`src/rtl/seven_seg_scan_mux_if.sv`:
```
// Avalon-MM slave port bundle for seven_seg_scan_mux.
// Zero-wait-state bus: a write is accepted on every rising clk edge where
// chipselect && write is high (there is no waitrequest, so the slave is
// always ready); readdata is valid in the same cycle as address
// (combinational, no read latency).
interface seven_seg_scan_mux_if;
    logic [1:0]  address;
    logic        write;
    logic [31:0] writedata;
    logic        chipselect;
    logic [31:0] readdata;

    modport master (
        output address, write, writedata, chipselect,
        input  readdata
    );

    modport slave (
        input  address, write, writedata, chipselect,
        output readdata
    );
endinterface

```
`src/rtl/seven_seg_scan_mux.sv`:
```
// seven_seg_scan_mux: time-multiplexed driver for a common-anode,
// shared-segment multi-digit display. Scans one digit per dwell period
// (DIVIDER+1 cycles), with per-digit blanking and a CPU-visible status.
// Optional feature macro: SEVEN_SEG_GHOST_BLANK_EN -- darkens the first two
// cycles of every dwell to suppress ghosting between adjacent digits.
module seven_seg_scan_mux #(
    parameter int          NUM_DIGITS = 4,
    parameter logic [15:0] DIV_RESET  = 16'd49999
) (
    input  logic                    clk,
    input  logic                    reset_n,
    seven_seg_scan_mux_if.slave     bus,
    input  logic [7*NUM_DIGITS-1:0] seg_in,
    output logic [6:0]              seg_n,
    output logic [NUM_DIGITS-1:0]   an_n
);

    localparam logic [2:0] LAST_IDX = 3'(NUM_DIGITS - 1);

    // Register file
    logic                  ctrl_en;
    logic [NUM_DIGITS-1:0] blank;
    logic [15:0]           divider;

    // Scan state
    logic [15:0] prescaler;
    logic [2:0]  index;
    logic [7:0]  frame_cnt;

    // Bus decode
    logic wr_ctrl;
    logic wr_div;
    logic en_next;
    logic scan_run;
    logic reload;
    logic dead;

    // Digit selection
    logic [6:0]            cur_seg;
    logic                  cur_blank;
    logic [NUM_DIGITS-1:0] onehot;
    logic                  lit;

    logic [31:0] rd_word;
    logic        unused_wd;

    assign wr_ctrl = bus.chipselect && bus.write && (bus.address == 2'd0);
    assign wr_div  = bus.chipselect && bus.write && (bus.address == 2'd1);

    // A CTRL write that clears ENABLE must win over a same-edge reload, so
    // the scanner only runs when ENABLE is set both now and after this edge.
    // This also gives a full first dwell after enabling.
    assign en_next  = wr_ctrl ? bus.writedata[0] : ctrl_en;
    assign scan_run = ctrl_en && en_next;
    assign reload   = scan_run && (prescaler == 16'd0);

    // Upper write-data bits carry no register fields.
    assign unused_wd = ^bus.writedata[31:16];

    // CPU-writable control registers
    always_ff @(posedge clk or negedge reset_n) begin
        if (!reset_n) begin
            ctrl_en <= 1'b0;
            blank   <= '0;
            divider <= DIV_RESET;
        end else begin
            if (wr_ctrl) begin
                ctrl_en <= bus.writedata[0];
                blank   <= bus.writedata[8 +: NUM_DIGITS];
            end
            if (wr_div) begin
                divider <= bus.writedata[15:0];
            end
        end
    end

    // Prescaler, digit index and frame counter; idle scanner sits at digit 0
    // with the prescaler preloaded so enabling starts a full dwell.
    always_ff @(posedge clk or negedge reset_n) begin
        if (!reset_n) begin
            prescaler <= DIV_RESET;
            index     <= 3'd0;
            frame_cnt <= 8'd0;
        end else if (!scan_run) begin
            prescaler <= divider;
            index     <= 3'd0;
        end else if (prescaler == 16'd0) begin
            prescaler <= divider;
            if (index == LAST_IDX) begin
                index     <= 3'd0;
                frame_cnt <= frame_cnt + 8'd1;
            end else begin
                index <= index + 3'd1;
            end
        end else begin
            prescaler <= prescaler - 16'd1;
        end
    end

`ifdef SEVEN_SEG_GHOST_BLANK_EN
    logic [1:0] settle;

    // Counts the first cycles of each dwell (saturates at 2); dark until then.
    always_ff @(posedge clk or negedge reset_n) begin
        if (!reset_n) begin
            settle <= 2'd0;
        end else if (!scan_run || reload) begin
            settle <= 2'd0;
        end else if (settle != 2'd2) begin
            settle <= settle + 2'd1;
        end
    end

    assign dead = (settle != 2'd2);
`else
    assign dead = 1'b0;
`endif

    // Pick the current digit's segments, blank bit and anode position
    always_comb begin
        cur_seg   = 7'd0;
        cur_blank = 1'b0;
        onehot    = '0;
        for (int k = 0; k < NUM_DIGITS; k++) begin
            if (index == 3'(k)) begin
                cur_seg   = seg_in[7*k +: 7];
                cur_blank = blank[k];
                onehot[k] = 1'b1;
            end
        end
    end

    assign lit = ctrl_en && !cur_blank && !dead;

    // Registered active-low display drive; dark means every line high
    always_ff @(posedge clk or negedge reset_n) begin
        if (!reset_n) begin
            an_n  <= '1;
            seg_n <= '1;
        end else begin
            an_n  <= lit ? ~onehot : '1;
            seg_n <= lit ? ~cur_seg : 7'h7F;
        end
    end

    // Combinational read mux
    always_comb begin
        rd_word = 32'd0;
        case (bus.address)
            2'd0: begin
                rd_word[0]              = ctrl_en;
                rd_word[8 +: NUM_DIGITS] = blank;
            end
            2'd1: rd_word[15:0] = divider;
            2'd2: begin
                rd_word[2:0]  = index;
                rd_word[15:8] = frame_cnt;
            end
            default: rd_word = 32'd0;
        endcase
    end

    assign bus.readdata = rd_word;

endmodule

```
`src/flat_wrapper.sv`:
```
// flat-port wrapper written by rule: the top's interface ports become plain ports
module seven_seg_scan_mux_flat 
#(
    parameter int          NUM_DIGITS = 4,
    parameter logic [15:0] DIV_RESET  = 16'd49999
)
  (clk, reset_n, seg_in, seg_n, an_n, bus_address, bus_write, bus_writedata, bus_chipselect, bus_readdata);
  seven_seg_scan_mux_if bus_i ();
  input  logic clk;
  input  logic reset_n;
  input  logic [7*NUM_DIGITS-1:0] seg_in;
  output logic [6:0] seg_n;
  output logic [NUM_DIGITS-1:0] an_n;
  input wire logic [$bits(bus_i.address)-1:0] bus_address;
  input wire logic [$bits(bus_i.write)-1:0] bus_write;
  input wire logic [$bits(bus_i.writedata)-1:0] bus_writedata;
  input wire logic [$bits(bus_i.chipselect)-1:0] bus_chipselect;
  output wire logic [$bits(bus_i.readdata)-1:0] bus_readdata;
  assign bus_i.address = bus_address;
  assign bus_i.write = bus_write;
  assign bus_i.writedata = bus_writedata;
  assign bus_i.chipselect = bus_chipselect;
  assign bus_readdata = bus_i.readdata;
  seven_seg_scan_mux #(.NUM_DIGITS(NUM_DIGITS), .DIV_RESET(DIV_RESET)) u_core (.clk(clk), .reset_n(reset_n), .bus(bus_i), .seg_in(seg_in), .seg_n(seg_n), .an_n(an_n));
endmodule
```
`config.mk`:
```
export PLATFORM = sky130hd
export DESIGN_NAME = seven_seg_scan_mux_flat
export DESIGN_NICKNAME = d
export VERILOG_FILES = /design/src/rtl/seven_seg_scan_mux_if.sv /design/src/rtl/seven_seg_scan_mux.sv /design/src/flat_wrapper.sv
export SDC_FILE = /design/constraint.sdc
export NUM_CORES = 1
export LEC_CHECK = 0
export ABC_AREA = 0
export CAP_MARGIN = 20
export CORE_UTILIZATION = 42
export DETAILED_ROUTE_END_ITERATION = 12
export PLACE_DENSITY = 0.73
export REMOVE_ABC_BUFFERS = 1
export SLEW_MARGIN = 5
export SYNTH_ARGS = -nofsm -noshare
export SYNTH_HDL_FRONTEND = slang
export SYNTH_SLANG_ARGS = --single-unit
```
`constraint.sdc`:
```
create_clock -name clk -period 1.96 [get_ports clk]
set_clock_uncertainty 0.1 [all_clocks]
set_input_delay 0.392 -clock clk [delete_from_list [all_inputs] [get_ports clk]]
set_output_delay 0.392 -clock clk [all_outputs]
set_load 0.02 [all_outputs]
```
==> results.sh <==
export IMPL_status="finished, final reports clean"
export IMPL_dpl_worst_slack_ns=-0.945
export IMPL_rsz0062_at_grt="yes"
export IMPL_start_util_pct=43.3
export IMPL_cts_tree="done"
export IMPL_power_density_mw_per_mm2=944
export IMPL_synth_distinct_cells=45
export IMPL_ios=109
export IMPL_fmax_mhz=521
export IMPL_reg2regPathDepth=7
export IMPL_leakage_nw=2.04
export IMPL_hold_class="reg2reg"
export IMPL_worstSetupPathType="reg2reg"
export IMPL_finalCritPeriodShare_pct=98.0
export IMPL_cts_root_buf="clkbuf_8"
export IMPL_wire_per_inst_um=16.3
export IMPL_dieArea_mm2=0.00832
export IMPL_area_delta_synth_final_pct=41.2
export IMPL_coreArea_mm2=0.00773
export IMPL_worstPathArrival_ns=2.04
export IMPL_maxSlewHeadroom_pct=62.5
export IMPL_finalPower_mw=4.46
export IMPL_clock_path_buffers=2
export IMPL_syn_area_mm2=0.00334
export IMPL_grt_overflow_total=0
export IMPL_slew_violations=0
export IMPL_rr_startpoint="u_core.prescaler[0]"
export IMPL_ys_ff_latch=59
export IMPL_dr_total_vias=2663
export IMPL_num_fill_cells=624
export IMPL_gp_congestion=0.847
export IMPL_insertion_delay_ns=0.34
export IMPL_detail_route_antenna_nets=0
export IMPL_tns_ns=0
export IMPL_dp_cells=491
export IMPL_drc=0
export IMPL_min_period_ns=1.92
export IMPL_ys_seq_area_share_pct=45.2
export IMPL_die_width_um=91.2
export IMPL_grt_antenna_before_repair=0
export IMPL_synthCells=290
export IMPL_irDropWorstVdd_mv=0.510
export IMPL_timing_final_ws_setup_ns=0.0395
export IMPL_place_area_mm2=0.00441
export IMPL_critPathRequiredTime_ns=2.08
export IMPL_hold_start="u_core.frame_cnt[7]"
export IMPL_htree_levels=3
export IMPL_end_kind="flop"
export IMPL_holdPathEnd="u_core.frame_cnt[7]"
export IMPL_ys_warn_count=0
export IMPL_dp_hpwl_um=6070
export IMPL_drive_gt1_share_pct=39.2
export IMPL_drv_cap=0
export IMPL_via_per_inst=5.22
export IMPL_first_pass_iters=5
export IMPL_portBuffers=76
export IMPL_start_kind="flop"
export IMPL_syn_area_per_cell_um2=11.5
export IMPL_fin_cells=510
export IMPL_setup_violations=0
export IMPL_final_cell_area_mm2=0.00472
export IMPL_clkSinkCount=59
export IMPL_ff2ff_setup_slack_ns=0.04
export IMPL_holdPathStages=1
export IMPL_grt_pass1_wl_um=13500
export IMPL_cts_clk_slew_worst_paths_ns=0.07
export IMPL_nets=481
export IMPL_fp_dieH_um=91.2
export IMPL_r2r_end="u_core.prescaler[5]"
export IMPL_hold_viol_final=0
export IMPL_wl_um=8300
export IMPL_crit_fanout=7
export IMPL_layout_common_cells="clkdlybuf4s50_1, buf_4, dfstp_2"
export IMPL_grt_max_degree=23
export IMPL_tightest_slew_ns=0.562
export IMPL_n_antenna_cell=0
export IMPL_layout_commonest_cell="clkdlybuf4s50_1"
export IMPL_num_rows=32
export IMPL_first_global_vias=2684
export IMPL_cts_made_buffers=9
export IMPL_first_iter_violations=154
export IMPL_track_usage_pct=21.0
==> synth_stat cells (all sizes together) <==
cell | n | area (µm²)
a21oi | 2 | 10.0
a221oi | 1 | 8.76
a222oi | 5 | 50.1
a22oi | 13 | 97.6
and2 | 6 | 37.5
and3b | 1 | 8.76
and4 | 1 | 8.76
buf | 20 | 160
clkbuf | 9 | 33.8
conb | 1 | 3.75
dfrtp | 30 | 751
dfstp | 29 | 762
ha | 11 | 138
inv | 10 | 37.5
mux2 | 37 | 450
mux2i | 2 | 20.0
nand2 | 13 | 48.8
nand2b | 2 | 12.5
nand3 | 8 | 40.0
nand3b | 3 | 22.5
nand4 | 4 | 31.3
nand4b | 4 | 35.0
nor2 | 11 | 41.3
nor2b | 9 | 63.8
nor3 | 8 | 40.0
nor3b | 3 | 22.5
nor4 | 6 | 58.8
o2111ai | 8 | 70.1
o211ai | 7 | 52.6
o21ai | 2 | 21.3
o21bai | 1 | 7.51
or2 | 1 | 6.26
or3b | 1 | 8.76
xnor2 | 11 | 96.3
xor2 | 10 | 87.6
==> critical path, cell delays in order, from the launching register on <==
cell and delay, ns:
dfstp_2 0.54, inv_2 0.05, ha_2 0.17, nor3b_4 0.16, nand4_4 0.08, nor2b_4 0.23
buf_12 0.15, mux2_2 0.32
==> logic make-up after synthesis <==
family,share of synthesized area (%)
flops,45.2
xor+xnor,5.50
other cells,0.112
buf+inv,6.92
fa+ha+maj,4.12
compound gates,9.50
simple gates,14.6
mux,14.1
==> layer usage <==
layer,routed length (µm),vias to the layer above,global-route usage [%]
li1,-,1243,-
met4,91,0,7.41
met1,3790,1329,28.7
met5,0,-,0
met3,378,5,3.94
met2,4050,86,33.3
==> cell type report <==
type / instances / area (µm²) / area share (%)
sequential: 59 / 1520 / 32.1
inverter: 10 / 37.5 / 0.795
clock buffer: 12 / 145 / 3.07
tap: 102 / 128 / 2.70
clock inverter: 3 / 40.0 / 0.848
multi-input combinational: 207 / 1770 / 37.5
timing repair buffer: 117 / 1090 / 23.0
==> state kept, by name, summed over array words and instances (netlist names) <==
signal            cells
u_core.prescaler     16
u_core.seg_n          7
u_core.divider       16
u_core.index          3
u_core.blank          4
u_core.frame_cnt      8
u_core.ctrl_en        1
u_core.an_n           4
==> worst max path at each step <==
stage | from | end | slack [ns]
3_5_place_dp | bus_address[1] | bus_readdata[3] | -0.95
2_1_floorplan | u_core.prescaler[0] | u_core.prescaler[4] | -0.12
4_1_cts | u_core.seg_n[0] | seg_n[0] | 0.002
6_report | u_core.prescaler[0] | u_core.prescaler[5] | 0.04
3_3_place_gp | bus_address[0] | bus_readdata[9] | -0.89
5_1_grt | u_core.prescaler[5] | u_core.frame_cnt[5] | -0.03
==> power by group <==
group          switching, mW  leakage (nW)  internal, mW
Clock                  0.463        0.0962         0.611
Sequential             0.316         0.683          1.60
Combinational          0.625          1.26         0.839
==> what timing repair did <==
item / in CTS / in global routing
pin swaps: 4 / 6
setup endpoints to repair: 76 / 32
gates cloned: 0 / 0
buffers inserted: 2 / 2
hold buffers: 1 / 0
gates resized for setup: 86 / 18
hold endpoints to repair: 11 / 0
==> stage by stage <==
step	util, %	hold slack (ns)
after global routing	61.1	0.412
after detailed placement	57.0	0.308
after global placement	57.0	0.301
after CTS	60.2	0.390
final	61.1	0.393
after floorplan	-	-0.00359
No activity file was read; power rests on OpenSTA's default activity.
